--- src/rtl/i2c_apb_pkg.sv ---
// rtl/i2c_apb_pkg.sv - register map, status bit positions and widths for the I2C APB front-end
package i2c_apb_pkg;

    localparam int APB_DW   = 32;
    localparam int CTRL_W   = 9;
    localparam int ADDR_W   = 10;
    localparam int I2C_ST_W = 6;
    localparam int STATUS_W = 13;

    // Word offsets decoded from paddr[4:2]
    typedef enum logic [2:0] {
        REG_TXF    = 3'd0,
        REG_CTRL   = 3'd1,
        REG_ADDR   = 3'd2,
        REG_RXF    = 3'd3,
        REG_STAT   = 3'd4,
        REG_CLKDIV = 3'd5,
        REG_RSV6   = 3'd6,
        REG_RSV7   = 3'd7
    } reg_off_e;

    // Status register bit positions above the live core flags
    localparam int ST_IRQ      = 6;
    localparam int ST_TX_EMPTY = 7;
    localparam int ST_TX_FULL  = 8;
    localparam int ST_TX_AFULL = 9;
    localparam int ST_RX_EMPTY = 10;
    localparam int ST_RX_FULL  = 11;
    localparam int ST_RX_AFULL = 12;

endpackage

--- src/rtl/i2c_apb_slave_if.sv ---
// rtl/i2c_apb_slave_if.sv - APB bus bundle between host and the I2C register front-end
interface i2c_apb_slave_if;
    import i2c_apb_pkg::*;

    logic              psel;
    logic              penable;
    logic              pwrite;
    logic [APB_DW-1:0] paddr;
    logic [APB_DW-1:0] pdata;
    logic [APB_DW-1:0] prdata;

    modport master (output psel, output penable, output pwrite, output paddr, output pdata, input prdata);
    modport slave  (input psel, input penable, input pwrite, input paddr, input pdata, output prdata);
endinterface

--- src/rtl/i2c_reg_fifo.sv ---
// rtl/i2c_reg_fifo.sv - synchronous show-ahead FIFO; push when full and pop when empty are ignored
module i2c_reg_fifo #(
    parameter  int DEPTH = 8,
    parameter  int WIDTH = 8,
    localparam int PTR_W = $clog2(DEPTH),
    localparam int CNT_W = PTR_W + 1
) (
    input  logic             pclk,
    input  logic             n_rst,
    input  logic             push,
    input  logic [WIDTH-1:0] wdata,
    input  logic             pop,
    output logic [WIDTH-1:0] rdata,
    output logic             empty,
    output logic             full,
    output logic             almost_full,
    output logic [CNT_W-1:0] count
);

    logic [WIDTH-1:0] mem_q [DEPTH];
    logic [PTR_W-1:0] wr_ptr_q, rd_ptr_q;
    logic [CNT_W-1:0] count_q;
    logic             do_push, do_pop;

    assign do_push     = push & ~full;
    assign do_pop      = pop & ~empty;
    assign empty       = (count_q == '0);
    assign full        = (count_q == CNT_W'(DEPTH));
    assign almost_full = (count_q >= CNT_W'(DEPTH - 1));
    assign rdata       = mem_q[rd_ptr_q];
    assign count       = count_q;

    // Storage, pointers and occupancy; simultaneous push and pop leave the count unchanged
    always_ff @(posedge pclk or negedge n_rst) begin
        if (!n_rst) begin
            for (int i = 0; i < DEPTH; i++) mem_q[i] <= '0;
            wr_ptr_q <= '0;
            rd_ptr_q <= '0;
            count_q  <= '0;
        end else begin
            if (do_push) begin
                mem_q[wr_ptr_q] <= wdata;
                wr_ptr_q        <= wr_ptr_q + 1'b1;
            end
            if (do_pop) rd_ptr_q <= rd_ptr_q + 1'b1;
            case ({do_push, do_pop})
                2'b10:   count_q <= count_q + 1'b1;
                2'b01:   count_q <= count_q - 1'b1;
                default: count_q <= count_q;
            endcase
        end
    end

endmodule

--- src/rtl/i2c_apb_slave.sv ---
// rtl/i2c_apb_slave.sv - APB register front-end of the I2C controller; optional I2C_IRQ_MASK_EN gates the irq with control[8]
module i2c_apb_slave
    import i2c_apb_pkg::*;
#(
    parameter int          FIFO_DEPTH  = 8,
    parameter logic [31:0] CLK_DIV_RST = '0
) (
    input  logic                pclk,
    input  logic                n_rst,
    i2c_apb_slave_if.slave      apb,
    input  logic [7:0]          rx_data,
    input  logic                rx_w_ena,
    input  logic [I2C_ST_W-1:0] i2c_status,
    input  logic                scl,
    input  logic                tx_r_ena,
    output logic                i2c_interrupt,
    output logic [7:0]          tx_data,
    output logic                rx_full,
    output logic                rx_almost_full,
    output logic [CTRL_W-1:0]   control,
    output logic [ADDR_W-1:0]   address,
    output logic [APB_DW-1:0]   clk_out
);

    localparam int CNT_W = $clog2(FIFO_DEPTH) + 1;

    reg_off_e            off;
    logic                setup, access, wr_access;
    logic                pwrite_q, pwrite_d;
    logic                rx_pop_pend_q, rx_pop_pend_d;
    logic [APB_DW-1:0]   prdata_q, prdata_d, rd_val;
    logic [CTRL_W-1:0]   control_q, control_d;
    logic [ADDR_W-1:0]   address_q, address_d;
    logic [APB_DW-1:0]   clk_out_q, clk_out_d;
    logic [I2C_ST_W-1:0] i2c_st_q;
    logic [STATUS_W-1:0] status;
    logic [1:0]          scl_sync_q;
    logic                scl_prev_q, scl_rise;
    logic                tx_push, tx_pop, tx_empty, tx_full, tx_afull;
    logic                rx_push, rx_pop, rx_empty;
    logic [7:0]          tx_rdata, rx_rdata;
    logic [CNT_W-1:0]    tx_count_unused, rx_count_unused;
    logic                unused_bits;

    assign off       = reg_off_e'(apb.paddr[4:2]);
    assign setup     = apb.psel & ~apb.penable;
    assign access    = apb.psel & apb.penable;
    assign wr_access = access & pwrite_q;
    assign scl_rise  = scl_sync_q[1] & ~scl_prev_q;

    assign tx_push = wr_access & (off == REG_TXF);
    assign tx_pop  = tx_r_ena & scl_rise;
    assign rx_push = rx_w_ena & scl_rise;
    assign rx_pop  = access & rx_pop_pend_q;

    assign unused_bits = ^{apb.paddr[31:5], apb.paddr[1:0]};

    i2c_reg_fifo #(.DEPTH(FIFO_DEPTH), .WIDTH(8)) u_tx_fifo (
        .pclk(pclk), .n_rst(n_rst), .push(tx_push), .wdata(apb.pdata[7:0]), .pop(tx_pop),
        .rdata(tx_rdata), .empty(tx_empty), .full(tx_full), .almost_full(tx_afull), .count(tx_count_unused)
    );

    i2c_reg_fifo #(.DEPTH(FIFO_DEPTH), .WIDTH(8)) u_rx_fifo (
        .pclk(pclk), .n_rst(n_rst), .push(rx_push), .wdata(rx_data), .pop(rx_pop),
        .rdata(rx_rdata), .empty(rx_empty), .full(rx_full), .almost_full(rx_almost_full), .count(rx_count_unused)
    );

`ifdef I2C_IRQ_MASK_EN
    assign i2c_interrupt = control_q[CTRL_W-1] & (|i2c_st_q[5:3]);
`else
    assign i2c_interrupt = |i2c_st_q[5:3];
`endif

    // Status word: registered core flags plus live FIFO state
    always_comb begin
        status                 = '0;
        status[I2C_ST_W-1:0]   = i2c_st_q;
        status[ST_IRQ]         = i2c_interrupt;
        status[ST_TX_EMPTY]    = tx_empty;
        status[ST_TX_FULL]     = tx_full;
        status[ST_TX_AFULL]    = tx_afull;
        status[ST_RX_EMPTY]    = rx_empty;
        status[ST_RX_FULL]     = rx_full;
        status[ST_RX_AFULL]    = rx_almost_full;
    end

    // Read mux; an empty RX FIFO reads as zero rather than stale storage
    always_comb begin
        rd_val = '0;
        case (off)
            REG_CTRL:   rd_val = APB_DW'(control_q);
            REG_ADDR:   rd_val = APB_DW'(address_q);
            REG_RXF:    rd_val = rx_empty ? '0 : APB_DW'(rx_rdata);
            REG_STAT:   rd_val = APB_DW'(status);
            REG_CLKDIV: rd_val = clk_out_q;
            default:    rd_val = '0;
        endcase
    end

    // Next-state of the APB-visible registers: capture at setup, commit writes at access
    always_comb begin
        pwrite_d      = pwrite_q;
        prdata_d      = prdata_q;
        rx_pop_pend_d = rx_pop_pend_q;
        control_d     = control_q;
        address_d     = address_q;
        clk_out_d     = clk_out_q;
        if (setup) begin
            pwrite_d      = apb.pwrite;
            rx_pop_pend_d = ~apb.pwrite & (off == REG_RXF) & ~rx_empty;
            if (!apb.pwrite) prdata_d = rd_val;
        end
        if (access) rx_pop_pend_d = 1'b0;
        if (wr_access) begin
            case (off)
                REG_CTRL:   control_d = apb.pdata[CTRL_W-1:0];
                REG_ADDR:   address_d = apb.pdata[ADDR_W-1:0];
                REG_CLKDIV: clk_out_d = apb.pdata;
                default:    ;
            endcase
        end
    end

    // Register state, scl synchroniser and core status sampling
    always_ff @(posedge pclk or negedge n_rst) begin
        if (!n_rst) begin
            pwrite_q      <= 1'b0;
            prdata_q      <= '0;
            rx_pop_pend_q <= 1'b0;
            control_q     <= '0;
            address_q     <= '0;
            clk_out_q     <= CLK_DIV_RST;
            i2c_st_q      <= '0;
            scl_sync_q    <= '0;
            scl_prev_q    <= 1'b0;
        end else begin
            pwrite_q      <= pwrite_d;
            prdata_q      <= prdata_d;
            rx_pop_pend_q <= rx_pop_pend_d;
            control_q     <= control_d;
            address_q     <= address_d;
            clk_out_q     <= clk_out_d;
            i2c_st_q      <= i2c_status;
            scl_sync_q    <= {scl_sync_q[0], scl};
            scl_prev_q    <= scl_sync_q[1];
        end
    end

    assign apb.prdata = prdata_q;
    assign tx_data    = tx_empty ? 8'h00 : tx_rdata;
    assign control    = control_q;
    assign address    = address_q;
    assign clk_out    = clk_out_q;

endmodule

--- src/flat_wrapper.sv ---
// flat-port wrapper written by rule: the top's interface ports become plain ports
module i2c_apb_slave_flat import i2c_apb_pkg::*;
#(
    parameter int          FIFO_DEPTH  = 8,
    parameter logic [31:0] CLK_DIV_RST = '0
)
  (pclk, n_rst, rx_data, rx_w_ena, i2c_status, scl, tx_r_ena, i2c_interrupt, tx_data, rx_full, rx_almost_full, control, address, clk_out, apb_psel, apb_penable, apb_pwrite, apb_paddr, apb_pdata, apb_prdata);
  i2c_apb_slave_if apb_i ();
  input  logic pclk;
  input  logic n_rst;
  input  logic [7:0] rx_data;
  input  logic rx_w_ena;
  input  logic [I2C_ST_W-1:0] i2c_status;
  input  logic scl;
  input  logic tx_r_ena;
  output logic i2c_interrupt;
  output logic [7:0] tx_data;
  output logic rx_full;
  output logic rx_almost_full;
  output logic [CTRL_W-1:0] control;
  output logic [ADDR_W-1:0] address;
  output logic [APB_DW-1:0] clk_out;
  input wire logic [$bits(apb_i.psel)-1:0] apb_psel;
  input wire logic [$bits(apb_i.penable)-1:0] apb_penable;
  input wire logic [$bits(apb_i.pwrite)-1:0] apb_pwrite;
  input wire logic [$bits(apb_i.paddr)-1:0] apb_paddr;
  input wire logic [$bits(apb_i.pdata)-1:0] apb_pdata;
  output wire logic [$bits(apb_i.prdata)-1:0] apb_prdata;
  assign apb_i.psel = apb_psel;
  assign apb_i.penable = apb_penable;
  assign apb_i.pwrite = apb_pwrite;
  assign apb_i.paddr = apb_paddr;
  assign apb_i.pdata = apb_pdata;
  assign apb_prdata = apb_i.prdata;
  i2c_apb_slave #(.FIFO_DEPTH(FIFO_DEPTH), .CLK_DIV_RST(CLK_DIV_RST)) u_core (.pclk(pclk), .n_rst(n_rst), .apb(apb_i), .rx_data(rx_data), .rx_w_ena(rx_w_ena), .i2c_status(i2c_status), .scl(scl), .tx_r_ena(tx_r_ena), .i2c_interrupt(i2c_interrupt), .tx_data(tx_data), .rx_full(rx_full), .rx_almost_full(rx_almost_full), .control(control), .address(address), .clk_out(clk_out));
endmodule
--- config.mk ---
export PLATFORM = sky130hd
export DESIGN_NAME = i2c_apb_slave_flat
export DESIGN_NICKNAME = d
export VERILOG_FILES = /design/src/rtl/i2c_apb_pkg.sv /design/src/rtl/i2c_apb_slave_if.sv /design/src/rtl/i2c_reg_fifo.sv /design/src/rtl/i2c_apb_slave.sv /design/src/flat_wrapper.sv
export SDC_FILE = /design/constraint.sdc
export NUM_CORES = 1
export LEC_CHECK = 0
export ABC_AREA = 1
export CAP_MARGIN = 20
export CORE_MARGIN = 2
export CORE_UTILIZATION = 54
export DETAILED_ROUTE_END_ITERATION = 10
export PLACE_DENSITY = 0.92
export REMOVE_ABC_BUFFERS = 1
export SETUP_SLACK_MARGIN = 0.02
export SYNTH_ARGS = -nofsm -noshare
export SYNTH_HDL_FRONTEND = slang
export SYNTH_SLANG_ARGS = --single-unit
--- constraint.sdc ---
create_clock -name pclk -period 2.8 [get_ports pclk]
set_clock_uncertainty 0.2 [all_clocks]
set_input_delay 0.56 -clock pclk [delete_from_list [all_inputs] [get_ports pclk]]
set_output_delay 0.56 -clock pclk [all_outputs]
set_load 0.01 [all_outputs]
Word-level counts from Yosys, hierarchy flattened. Cells that the tools add are included.

Muxes and demuxes: 19. Eq/ne operators: 11. $lt $le $gt $ge: 8. Bitwise gates (word level): 25. Reductions and logical operators: 13. Add/sub/neg operators: 8. Div/mod/pow operators: 0. Shift-type cells: 0. $mul: 0.

Operator list (count): $pmux W32 S5 (1); $bwmux W64 (2); $mux W8 (8); $bmux W8 S3 (2); $demux W8 S3 (2); $ge A4 B4 Y1 const B (4); $not A3 Y4 (4); $pmux W4 S2 (2); $and A1 B1 Y1 (14); $add A3 B1 Y3 const B (4); $add A4 B1 Y4 const B (2); $eq A4 B4 Y1 const B (2); $ge A4 B3 Y1 const B (2); $logic_not A4 Y1 (2); $lt A4 B1 Y1 const B (2); $reduce_and A2 Y1 (4); $sub A4 B1 Y4 const B (2); $not A1 Y1 (7); $eq A3 B2 Y1 const B (2); $eq A3 B3 Y1 const B (2); $reduce_bool A2 Y1 (3); $eq A2 B1 Y1 const B (2); $eq A2 B2 Y1 const B (2); $eq A3 B1 Y1 const B (1); other kinds (4) (6).

ROM bits: 0. Memories kept: 0. Memory bits (writable): 0. Input bits: 86. Bits in latches: 0. Output and inout bits: 94. Word-level logic and storage cells: 115. Flip-flop bits (word level): 242.

Longest topological paths before layout. Gate-level depths: netlist of the first run.

Depth after elaboration: 6. Gate-level depth with buffers: 15. Gate-level depth less buffers: 15.

Hierarchy. From an unflattened synthesis of the first run, not the netlist that was laid out.

Cell total of the unflattened synthesis: 1522. Area, all modules: 12146.6 um2.

Modules (own cells, without submodules): i2c_reg_fifo (u_core.u_tx_fifo) (instances 1, area an instance 4459.3 um2, cells each 582); i2c_apb_slave (instances 1, area an instance 4107.7 um2, cells each 498); i2c_reg_fifo (u_core.u_rx_fifo) (instances 1, area an instance 3579.7 um2, cells each 442).

Worst setup path before layout of the first run. No wires, ideal clock.

Path type: reg-to-reg. Start: register u_core.u_rx_fifo.count_q[1] (netlist: u_core.u_rx_fifo.count[1]). End: register u_core.u_rx_fifo.count_q[2] (netlist: u_core.u_rx_fifo.count[2]). Setup slack: 0.572 ns. Cell stages (with the launch flop): 12. Period minus slack after synthesis: 2.228 ns. Setup time: 0.119 ns. Data arrival time: 1.909 ns. Path through: dfrtp_1 > nor2_1 > nand3_1 > nand3_1 > inv_1 > ha_1 > xor2_1 > ha_1 > a21oi_1 > nor2_1 > nand3b_1 > o21a_1.

Longest elaborated chain between the ends: 5. Elaborated cells between the ends (all ways): 12.

RTL lines: start: declaration (RTL line i2c_reg_fifo.sv:22) `logic [CNT_W-1:0] count_q;`; start signal: assignment (RTL line i2c_reg_fifo.sv:47) `2'b10: count_q <= count_q + 1'b1;`; start signal: assignment (RTL line i2c_reg_fifo.sv:48) `2'b01: count_q <= count_q - 1'b1;`; start signal: assignment (RTL line i2c_reg_fifo.sv:49) `default: count_q <= count_q;`; $logic_not A4 Y1 (*) (RTL line i2c_reg_fifo.sv:27) `assign empty = (count_q == '0);`; $not A1 Y1 (*) (RTL line i2c_reg_fifo.sv:26) `assign do_pop = pop & ~empty;`; $and A1 B1 Y1 (*) (RTL line i2c_reg_fifo.sv:26); named net u_core.u_rx_fifo.do_pop (RTL line i2c_reg_fifo.sv:23) `logic do_push, do_pop;`; $eq A2 B1 Y1 / $eq A2 B2 Y1 (equally long branches) (RTL line i2c_reg_fifo.sv:46) `case ({do_push, do_pop})`; $pmux W4 S2 / $reduce_bool A2 Y1 (equally long branches).

Mark *: on every way through the listed nets, which the timed path passes. The rest lies on a longest branch. A chain may end at the register's enable or synchronous reset.

Worst setup path after layout of the first run.
Start: register u_core.u_tx_fifo.rd_ptr_q[1]. End: output tx_data[2].

Longest elaborated chain between the ends: 5.

RTL lines: start: declaration (RTL line i2c_reg_fifo.sv:21) `logic [PTR_W-1:0] wr_ptr_q, rd_ptr_q;`; start signal: assignment (RTL line i2c_reg_fifo.sv:45) `if (do_pop) rd_ptr_q <= rd_ptr_q + 1'b1;`; $not A3 Y4 (implied by the code) (RTL line i2c_reg_fifo.sv:30) `assign rdata = mem_q[rd_ptr_q];`; $bmux W8 S3 (RTL line i2c_reg_fifo.sv:30); $mux W8 (implied by the code) (2 in series) (RTL line i2c_reg_fifo.sv:30); $mux W8 (RTL line i2c_apb_slave.sv:150) `assign tx_data = tx_empty ? 8'h00 : tx_rdata;`; end: declaration (RTL line flat_wrapper.sv:17) `output logic [7:0] tx_data;`.

Every way passes these cells. The select of a mux whose other input is x is not followed.

==> key figures, run 1 <==
Floorplanning
  • Die area: 21900 um^2
  • Initial core utilization: 0.551
  • I/O pins: 180
  • Core area: 20300 um^2
  • Chip Width: 148 um
  • Die Y: 148 um
  • Placement Rows: between 50 and 60

Setup path
  • CP Capture Type: primary output
  • Register-to-Register Path Depth: 12
  • Crit path kind: flop to primary output
  • Worst setup endpoint: tx_data[2]
  • Reg2reg setup slack: about 0.27 ns
  • Worst EP arrival: about 2 ns
  • Reg-to-reg critical path endpoint: u_core.u_rx_fifo.count[3]
  • CP required: 2.04 ns
  • Startpoint Class: flop
  • Critical path peak fanout: 15
  • Worst setup path startpoint: u_core.u_tx_fifo.rd_ptr_q[1]
  • R2R Path Start: u_core.u_rx_fifo.count[0]

Min path
  • Hold crit path type: flop to flop

STA
  • Hold slack: about 0.15 ns
  • Slew headroom: 0.538
  • Hold Fails Final Rpt: 0
  • Final worst path period need: around 2.8 ns
  • Final setup fails: 0
  • Worst slew pin tran: 0.692 ns
  • Tcrit/Tclk final: 0.984
  • Setup TNS: 0 ns
  • Peak Freq: 363 MHz
  • Final Slew Violations: 0

Route
  • Detailed Route WL: around 31 mm
  • Iter 0 DRT Violations: 1053
  • Wire per inst: ~17 um
  • Pre-antenna DRT Iters: 6
  • DRC Markers: 0
  • Number of vias per cell: 5.59
  • Final antenna-violating net count: 0
  • Total number of vias: ~10000

Clock network
  • CTS tree: done
  • Worst skew pair latency: 0.52 ns
  • CTS root buf: clkbuf_16
  • Clock Pin Slew Worst Setup and Hold Paths: 0.06 ns
  • CTS H-Tree Depth: 1
  • Total CTS buffers: 25
  • CTS Buffer Depth: 3
  • Clock sinks: approximately 240

Placed design
  • HPWL after DPL: 20.1 mm
  • Routability-driven placement congestion ratio: 0.852
  • IO buf count: 150

Logic synthesis
  • Yosys cell types: 37
  • Synth area leaders: dfrtp_1 54%, nand2_1 13%, o21ai_1 5.2%
  • Flops & latches, synth: 242
  • Seq/Total Area, Yosys: 0.542
  • Syn Inst Count: 1308
  • Mean Syn Cell Area: 8.54 um^2
  • Top-area cell type share of the netlist area: 0.542
  • Mapped Area: 11200 um^2
  • Leading area contributor after synthesis: dfrtp_1
  • YS warnings: 0

Global routing
  • Gr usage total: 0.283
  • Total grt overflow: 0
  • Vias in the first global route: approximately 10000
  • First-pass GRT wire length: 49.8 mm
  • Largest net degree at the start of global routing: 80
  • Initial antenna violation count: 0

Job
  • Number of max-cap violations: 0

Outcome
  • Outcome: completed

Final layout
  • Final Util: 0.680
  • Inserted Diodes: 0
  • Nets: 1564
  • Layout cells sized above 1: 0.102
  • Synth-to-layout area growth: 23.5%

Pwr
  • Pwr dens: 929 nW/um^2
  • Leak pwr: 6.78 nW
  • Max IR drop VDD: 0.624 mV
## worst min-delay path by stage
stage	startpoint	end	cells past startpoint
finish	u_core.scl_sync_q[0]	u_core.scl_sync_q[1]	0
global route	u_core.scl_sync_q[0]	u_core.scl_sync_q[1]	0
CTS	u_core.scl_sync_q[0]	u_core.scl_sync_q[1]	0
detailed placement	u_core.scl_sync_q[0]	u_core.scl_sync_q[1]	0
global placement	u_core.scl_sync_q[0]	u_core.scl_sync_q[1]	0
floorplan	n_rst	u_core.address[0]	0
## area by class of cell
| type | instances | area (um^2) |
|---|---|---|
| inverter | 131 | 498 |
| multi-input combinational | 882 | 4300 |
| tap | 270 | 338 |
| fill | 1444 | 6500 |
| clock buffer | 39 | 738 |
| timing repair buffer | 186 | 1820 |
| sequential | 242 | 6060 |
| clock inverter | 4 | 45.0 |
## report_power, final
| group | internal, mW | total (mW) | switching, mW |
|---|---|---|---|
| logic | 1.89 | 4.45 | 2.57 |
| registers | 4.42 | 5.15 | 0.732 |
| clock network | 1.89 | 3.21 | 1.32 |
| total | 8.19 | 12.8 | 4.62 |
## sequential cells by signal (all words and copies together), names as in the netlist, 4 cells and up
register	cells
u_core.address	10
u_core.apb.prdata	32
u_core.clk_out	32
u_core.control	9
u_core.i2c_st_q	6
u_core.u_rx_fifo.count	4
u_core.u_rx_fifo.mem_q	64
u_core.u_tx_fifo.count	4
u_core.u_tx_fifo.mem_q	64
## cell usage after synthesis
library cell    n
buf_1           2
nor3_4          1
clkinv_1        4
o211ai_1        8
buf_8           1
clkbuf_1       23
a21oi_1         7
xnor2_1         3
a22oi_1         2
nand2_2         9
buf_4           1
nand4_1         2
ha_1           10
o21ai_0       104
o22ai_1         9
nand2_1       391
nand4_4         1
buf_2          11
o21ai_2        25
inv_1         122
nand3_2         2
nand2_4        16
mux2_1          2
inv_2           4
o21ai_1       115
dfrtp_1       242
xor2_1         11
nor2_2          2
nor2_1         94
buf_6          15
o21a_1          1
nand3b_1        1
nand3_1        61
nor2_4          1
mux2_2          2
inv_4           1
nor2_8          2
## logic make-up after synthesis
logic type / Yosys count / share of synthesized area
DFF: 242 / 0.542
AOI/OAI and AO/OA: 271 / 0.133
muxes: 4 / 0.00403
buffers and inverters: 184 / 0.0747
adders and majority gates: 10 / 0.0112
and+or+nand+nor: 583 / 0.224
xor gates and xnor gates: 14 / 0.0110
## cell usage in the layout, fill, tap and decap left out, types with 5 or more instances in the layout
cell type / instances
o21ai_1: 115
clkbuf_1: 8
clkdlybuf4s50_1: 141
o211ai_1: 8
inv_2: 5
nand3_1: 61
nand2_1: 391
o21ai_0: 104
clkbuf_8: 6
nand2_2: 9
xor2_1: 11
inv_1: 120
buf_4: 27
nand2_4: 16
o21ai_2: 25
nor2_1: 90
ha_1: 10
a21oi_1: 7
clkbuf_16: 25
nor2_2: 5
dfrtp_1: 238
o22ai_1: 9
## through the flow
step           std cells  power [mW]  setup slack (ns)  instance area [um^2]
6_report            1754        12.8            0.0437                 13800
5_1_grt             1754        13.6           -0.0175                 13800
4_1_cts             1754        12.7         -0.000328                 13800
3_5_place_dp        1709        9.49           -0.0503                 13000
3_3_place_gp        1709        9.26          -0.00101                 13000
2_1_floorplan       1255        7.54             0.239                 10800
## per-layer routing
layer | up-vias | GRT usage | wire, um | share of wire
met4 | 0 | 0.120 | 1220 | 0.040
met1 | 4680 | 0.364 | 11700 | 0.38
met5 | - | 0 | 0 | 0
met2 | 512 | 0.475 | 15000 | 0.49
met3 | 106 | 0.0500 | 2590 | 0.085
li1 | 4500 | - | - | -
## critical path, stage by stage, from the launching register on
cell	delay, ns
dfrtp_2	0.43
buf_6	0.18
o21ai_0	0.17
o22ai_1	0.29
nor2_1	0.10
nor2_2	0.16
clkbuf_2	0.15
## what timing repair did
action | in CTS | in global routing
hold buffers | 1 | 0
gates resized for setup | 17 | 18
setup buffers | 1 | 0
pin swaps | 1 | 5
setup endpoints to repair | 8 | 9
endpoints found under the hold margin | 72 | 0
(Power assumes the default switching activity.)
==> inputs of run 2 (changes only) <==
- CELL_PAD_IN_SITES_DETAIL_PLACEMENT: unset -> 0
- CELL_PAD_IN_SITES_GLOBAL_PLACEMENT: unset -> 1
- CORE_UTILIZATION: 54 -> 40
==> run 2 against run 1 <==
  * The run now ends with setup timing left
  * Worst setup slack lost 0.11 ns
  * Sequential cell count is the same
  * Wire length rose by 0.18%
  * First-iteration DRC count down 37%
  * Register-to-register slack gained 0.11 ns
  * Via count shrank 5.2%
==> key figures, run 2 (synthesis results as in run 1) <==
Outcome
  • Outcome: complete, but fails checks (was completed)
  • Failing checks: setup timing

Clock network
  • Clock Pin Slew Worst Setup and Hold Paths: 0.06 ns (about the same)
  • Total CTS buffers: 27 (was 25)
  • CTS root buf: clkbuf_16 (unchanged)
  • Worst skew pair latency: 0.54 ns (was 0.52 ns)
  • CTS Buffer Depth: 3 (unchanged)
  • Clock sinks: 242 (unchanged)
  • CTS tree: done (unchanged)
  • CTS H-Tree Depth: 1 (unchanged)

Final layout
  • Register area: 6060 um^2 (about the same)
  • Layout cells sized above 1: 0.120 (was 0.102)
  • Fill count: 2556 (was 1444)
  • Inserted Diodes: 0 (unchanged)
  • Top flop regs: u_core.u_rx_fifo.mem_q: 64 flops, u_core.u_tx_fifo.mem_q: 64 flops (unchanged)
  • Area of the multi-input gates: 4320 um^2 (was 4300 um^2)
  • Nets: 1578 (was 1564)
  • Commonest non-fill, non-tap cells in the layout: 391 x nand2_1, 241 x dfrtp_1, 141 x clkdlybuf4s50_1, 120 x inv_1, 116 x o21ai_1 (was 391 x nand2_1, 238 x dfrtp_1, 141 x clkdlybuf4s50_1, 120 x inv_1, 115 x o21ai_1)
  • Commonest non-fill, non-tap cell in the layout: nand2_1 (unchanged)
  • Synth-to-layout area growth: 27.3% (was 23.5%)
  • Final Util: 0.515 (was 0.680)
  • Non-Filler Instances: 1881 (was 1754)

Global routing
  • First-pass GRT wire length: 48.2 mm (was 49.8 mm)
  • Total grt overflow: 0 (unchanged)
  • Largest net degree at the start of global routing: 78 (was 80)
  • Vias in the first global route: 9146 (was 9870)
  • Initial antenna violation count: 0 (unchanged)
  • Gr usage total: 0.209 (was 0.283)

STA
  • Slew headroom: 0.495 (was 0.538)
  • PnR worst setup slack: -0.0619 ns (was 0.0437 ns)
  • RSZ-0062 raised after global routing: yes
  • Tcrit/Tclk final: 1.02 (was 0.984)
  • Worst slew pin tran: 0.757 ns (was 0.692 ns)
  • Final setup fails: 1 (was 0)
  • Final worst path period need: 2.86 ns (was 2.76 ns)
  • Peak Freq: 349 MHz (was 363 MHz)
  • Final Slew Violations: 0 (unchanged)
  • Hold Fails Final Rpt: 0 (unchanged)

Route
  • Final antenna-violating net count: 0 (unchanged)
  • Iter 0 DRT Violations: 667 (was 1053)
  • Number of vias per cell: 4.94 (was 5.59)
  • Pre-antenna DRT Iters: 5 (was 6)
  • Detailed Route WL: 30.6 mm (was 30.5 mm)
  • Total number of vias: 9286 (was 9798)
  • DRC Markers: 0 (unchanged)
  • Wire per inst: 16.3 um (was 17.4 um)

Floorplanning
  • Core area: 27600 um^2 (was 20300 um^2)
  • Die area: 29300 um^2 (was 21900 um^2)
  • I/O pins: 180 (unchanged)
  • Placement Rows: 61 (was 52)
  • Initial core utilization: 0.404 (was 0.551)
  • Die Y: 171 um (was 148 um)
  • Chip Width: 171 um (was 148 um)

Setup path
  • CP required: 2.04 ns (about the same)
  • CP Capture Type: primary output (unchanged)
  • Critical path peak fanout: 14 (was 15)
  • Startpoint Class: flop (unchanged)
  • Worst setup path startpoint: u_core.u_tx_fifo.rd_ptr_q[0] (was u_core.u_tx_fifo.rd_ptr_q[1])
  • R2R Path Start: u_core.u_rx_fifo.count[1] (was u_core.u_rx_fifo.count[0])
  • Worst EP arrival: 2.10 ns (was 2.00 ns)
  • Crit path kind: flop to primary output (unchanged)

Min path
  • Hold crit path type: flop to flop (unchanged)
  • Worst hold start: u_core.scl_sync_q[0] (unchanged)

Pwr
  • Leak pwr: 6.93 nW (was 6.78 nW)
  • Max IR drop VDD: 0.559 mV (was 0.624 mV)
  • Pwr dens: 934 nW/um^2 (was 929 nW/um^2)
  • Total power: 13.3 mW (was 12.8 mW)

Placed design
  • Pre-CTS setup slack: 0.0541 ns (was -0.0503 ns)
  • Placed instance count: 1822 (was 1709)
  • HPWL after DPL: 20.1 mm (about the same)
  • IO buf count: 150 (unchanged)
  • Routability-driven placement congestion ratio: 0.820 (was 0.852)

Job
  • Number of max-cap violations: 0 (unchanged)
-- run 2: cell types whose count changed in the layout (fill, tap and decap cells not counted), sizes merged, moves of 2 or more --
cell         delta
buf            +15
clkbuf          -4
clkinv          +6
clkinvlp        +2
dlygate4sd2     -2
inv             +2
-- run 2: final timing paths --
check / to / slack, ns / cells past startpoint
setup / recovery: tx_data[0] / -0.06 / 7
hold / removal: u_core.scl_sync_q[1] / 0.15 / 0
setup reg to reg: u_core.u_rx_fifo.count[2] / 0.38 / 11
hold reg to reg: u_core.scl_sync_q[1] / 0.15 / 0
max in group asynchronous: u_core.apb.prdata[16] / 1.22 / 3
min in group asynchronous: u_core.u_rx_fifo.mem_q[62] / 0.43 / 2
-- run 2: layout make-up --
type                       count  share of cell area
timing repair buffer         198               0.139
clock buffer                  35              0.0538
inverter                     131              0.0347
multi-input combinational    882               0.304
sequential                   242               0.426
tap                          378              0.0332
clock inverter                15              0.0101
-- run 2: report_power, final --
| group | leakage, nW | switching, mW | internal (mW) | total [mW] |
|---|---|---|---|---|
| Combinational | 3.36 | 2.55 | 2.05 | 4.60 |
| Sequential | 3.13 | 0.702 | 4.42 | 5.12 |
| Clock | 0.447 | 1.46 | 2.12 | 3.57 |
-- run 2: what timing repair did --
action / in CTS / in global routing
pin swaps: 3 / 8
resized for setup: 19 / 28
setup endpoints to repair: 8 / 8
gates cloned: 0 / 2
hold endpoints to repair: 71 / 0
hold buffers: 1 / 0
setup buffers: 0 / 6
-- run 2: routing by layer --
| metal | up-vias | GRT usage | wire length [um] | part of all wire |
|---|---|---|---|---|
| met1 | 4425 | 0.273 | 13100 | 0.43 |
| li1 | 4531 | - | - | - |
| met2 | 269 | 0.354 | 14900 | 0.49 |
| met3 | 61 | 0.0349 | 1730 | 0.057 |
| met4 | 0 | 0.0682 | 875 | 0.029 |
| met5 | - | 0 | 0 | 0 |
-- run 2: per-stage QoR --
stage	hold slack [ns]	instance area [um^2]	setup TNS, ns
global placement	0.139	13200	0
CTS	0.152	14100	-0.00506
finish	0.149	14200	-0.0619
detailed placement	0.139	13200	0
floorplan	0.0644	10800	0
global route	0.153	14200	-0.215
-- run 2: critical path, cell delays in order, from the launching register on --
cell,delay [ns]
dfrtp_1,0.43
inv_2,0.15
buf_12,0.16
nor2_1,0.05
o211ai_1,0.21
nand2_1,0.11
nor2_2,0.17
dlygate4sd2_1,0.29
==> inputs of run 3 (changes only) <==
- CAP_MARGIN: 20 -> 0
- CTS_BUF_LIST: unset -> sky130_fd_sc_hd__clkbuf_16
==> run 3 against run 2 <==
  * First-iteration DRC count down 12%
  * Sequential cell count unchanged
  * Highest routed layer unchanged
  * Combinational power down 1%
  * Non-clock buffer count down 1
  * Fmax up 0.17%
  * Clock power down 5%
  * The run still ends with setup timing left
==> key figures, run 3 (synthesis results as in run 1) <==
Outcome
  • Outcome: complete, but fails checks (unchanged)
  • Failing checks: setup timing (unchanged)

Global routing
  • Initial antenna violation count: 0 (unchanged)
  • Gr usage total: 0.209 (about the same)
  • Largest net degree at the start of global routing: 78 (unchanged)
  • First-pass GRT wire length: 48.4 mm (was 48.2 mm)
  • Total grt overflow: 0 (unchanged)
  • Vias in the first global route: 9155 (was 9146)

Setup path
  • Crit-path slowest cell: dfrtp_1 (unchanged)
  • Reg2reg setup slack: 0.37 ns (was 0.38 ns)
  • Worst EP arrival: 2.10 ns (about the same)
  • Startpoint Class: flop (unchanged)
  • Register-to-Register Path Depth: 11 (unchanged)
  • Crit path kind: flop to primary output (unchanged)
  • Max incr delay on CP: 0.43 ns (about the same)
  • Critical path peak fanout: 14 (unchanged)
  • CP required: 2.04 ns (about the same)
  • Critical path buffers and inverters: 3 (unchanged)
  • CP Capture Type: primary output (unchanged)
  • CP cell instances: inv_2 > buf_12 > nor2_1 > o211ai_1 > nand2_1 > nor2_2 > dlygate4sd2_1 (unchanged)
  • Family with the most delay on the worst path: buffers and inverters (unchanged)
  • R2R Path Start: u_core.u_rx_fifo.count[1] (unchanged)
  • Reg-to-reg critical path endpoint: u_core.u_rx_fifo.count[2] (unchanged)

Min path
  • Hold EP: u_core.scl_sync_q[1] (unchanged)
  • Worst hold start: u_core.scl_sync_q[0] (unchanged)
  • Hold depth: 0 (unchanged)
  • Hold crit path type: flop to flop (unchanged)

Placed design
  • HPWL after DPL: 20.1 mm (unchanged)
  • Placed Area: 13200 um^2 (unchanged)
  • Routability-driven placement congestion ratio: 0.820 (unchanged)
  • IO buf count: 150 (unchanged)

STA
  • Slew headroom: 0.496 (was 0.495)
  • Setup TNS: -0.0570 ns (was -0.0619 ns)
  • Hold Fails Final Rpt: 0 (unchanged)
  • Tcrit/Tclk final: 1.02 (about the same)
  • RSZ-0062 raised after global routing: yes (unchanged)
  • Worst slew pin tran: 0.754 ns (was 0.757 ns)
  • Peak Freq: 350 MHz (was 349 MHz)
  • Final worst path period need: 2.86 ns (about the same)
  • Final setup fails: 1 (unchanged)
  • PnR worst setup slack: -0.0570 ns (was -0.0619 ns)
  • Hold slack: 0.149 ns (about the same)
  • Final Slew Violations: 0 (unchanged)

Job
  • Number of max-cap violations: 0 (unchanged)

Floorplanning
  • Initial core utilization: 0.404 (unchanged)
  • Die Y: 171 um (unchanged)
  • Placement Rows: 61 (unchanged)
  • I/O pins: 180 (unchanged)
  • Chip Width: 171 um (unchanged)
  • Core area: 27600 um^2 (unchanged)
  • Die area: 29300 um^2 (unchanged)

Route
  • Final antenna-violating net count: 0 (unchanged)
  • Pre-antenna DRT Iters: 7 (was 5)
  • DRC Markers: 0 (unchanged)
  • Number of vias per cell: 4.91 (was 4.94)
  • Met3 Wirelength: 1.71 mm (was 1.73 mm)
  • Uppermost layer routed: met4 (unchanged)
  • Met2 Wirelength: 15.0 mm (was 14.9 mm)
  • Iter 0 DRT Violations: 589 (was 667)
  • Total number of vias: 9240 (was 9286)
  • Detailed Route WL: 30.6 mm (about the same)
  • Wire per inst: 16.3 um (about the same)
  • M1 wire length: 13.1 mm (about the same)

Final layout
  • Commonest non-fill, non-tap cells in the layout: 391 x nand2_1, 240 x dfrtp_1, 141 x clkdlybuf4s50_1, 122 x inv_1, 118 x o21ai_1 (was 391 x nand2_1, 241 x dfrtp_1, 141 x clkdlybuf4s50_1, 120 x inv_1, 116 x o21ai_1)
  • Nets: 1577 (was 1578)
  • Final instance area: 14100 um^2 (was 14200 um^2)
  • Synth-to-layout area growth: 26.5% (was 27.3%)
  • Top flop regs: u_core.u_rx_fifo.mem_q: 64 flops, u_core.u_tx_fifo.mem_q: 64 flops (unchanged)
  • Inserted Diodes: 0 (unchanged)
  • Commonest non-fill, non-tap cell in the layout: nand2_1 (unchanged)
  • Fill count: 2580 (was 2556)
  • Layout cells sized above 1: 0.113 (was 0.120)

Clock network
  • CTS tree: done (unchanged)
  • CTS Buffer Depth: 3 (unchanged)
  • Worst skew pair latency: 0.54 ns (about the same)
  • CTS H-Tree Depth: 1 (unchanged)
  • Clock sinks: 242 (unchanged)
  • Clock Pin Slew Worst Setup and Hold Paths: 0.06 ns (about the same)
  • Total CTS buffers: 27 (unchanged)
  • CTS root buf: clkbuf_16 (unchanged)

Pwr
  • Max IR drop VDD: 0.559 mV (about the same)
  • Leak pwr: 6.89 nW (was 6.93 nW)
  • Pwr dens: 923 nW/um^2 (was 934 nW/um^2)
-- run 3: cell count changes in the layout (fill, tap and decap cells not counted), sizes merged --
cell / before / now
clkbuf: 38 / 31
clkinv: 13 / 19
buf: 52 / 49
inv: 128 / 130
clkdlybuf4s15: 0 / 1
-- run 3: final cells by class --
| type | instances | area [um^2] | share of cell area |
|---|---|---|---|
| flip-flops and latches | 242 | 6060 | 0.429 |
| well taps | 378 | 473 | 0.0335 |
| clock buffers | 27 | 676 | 0.0478 |
| repair buffers | 197 | 1960 | 0.138 |
| clock inverters | 23 | 174 | 0.0123 |
| multi-input cells | 882 | 4300 | 0.305 |
| inverters | 131 | 494 | 0.0350 |
-- run 3: per-layer routing --
| layer | up-vias | GRT usage |
|---|---|---|
| met5 | - | 0 |
| li1 | 4523 | - |
| met4 | 0 | 0.0637 |
| met2 | 280 | 0.357 |
| met3 | 64 | 0.0347 |
| met1 | 4373 | 0.273 |
-- run 3: how the worst max path moves through the flow --
stage / start / endpoint / slack (ns) / depth (start not counted)
after detailed placement: apb_penable / u_core.u_rx_fifo.count[2] / 0.05 / 12
after global routing: u_core.u_tx_fifo.rd_ptr_q[0] / tx_data[0] / -0.1 / 8
after global placement: apb_penable / u_core.u_rx_fifo.count[2] / 0.09 / 12
after floorplan: apb_paddr[3] / u_core.clk_out[10] / 0.24 / 4
final: u_core.u_tx_fifo.rd_ptr_q[0] / tx_data[0] / -0.06 / 7
after CTS: u_core.u_tx_fifo.rd_ptr_q[0] / tx_data[0] / -0.004 / 7
-- run 3: stage by stage --
step	setup WS, ns	util	total power, mW	cells
after floorplan	0.239	-	7.54	1255
after global placement	0.0935	0.477	9.42	1822
after detailed placement	0.0541	0.477	9.55	1822
after CTS	-0.00449	0.508	13.0	1873
after global routing	-0.0972	0.512	13.9	1880
final	-0.0570	0.512	13.1	1880
-- run 3: what timing repair did --
| action | CTS | global route |
|---|---|---|
| pin swaps | 3 | 8 |
| hold endpoints to repair | 71 | 0 |
| hold buffers | 1 | 0 |
| resized for setup | 19 | 23 |
| setup endpoints to repair | 8 | 8 |
| gates cloned | 0 | 2 |
| setup buffers | 0 | 5 |
-- run 3: power by group --
group          leakage [nW]  internal, mW  switching (mW)
clock                 0.422          1.94            1.45
combinational          3.35          2.02            2.52
sequential             3.13          4.42           0.698
total                  6.89          8.38            4.67
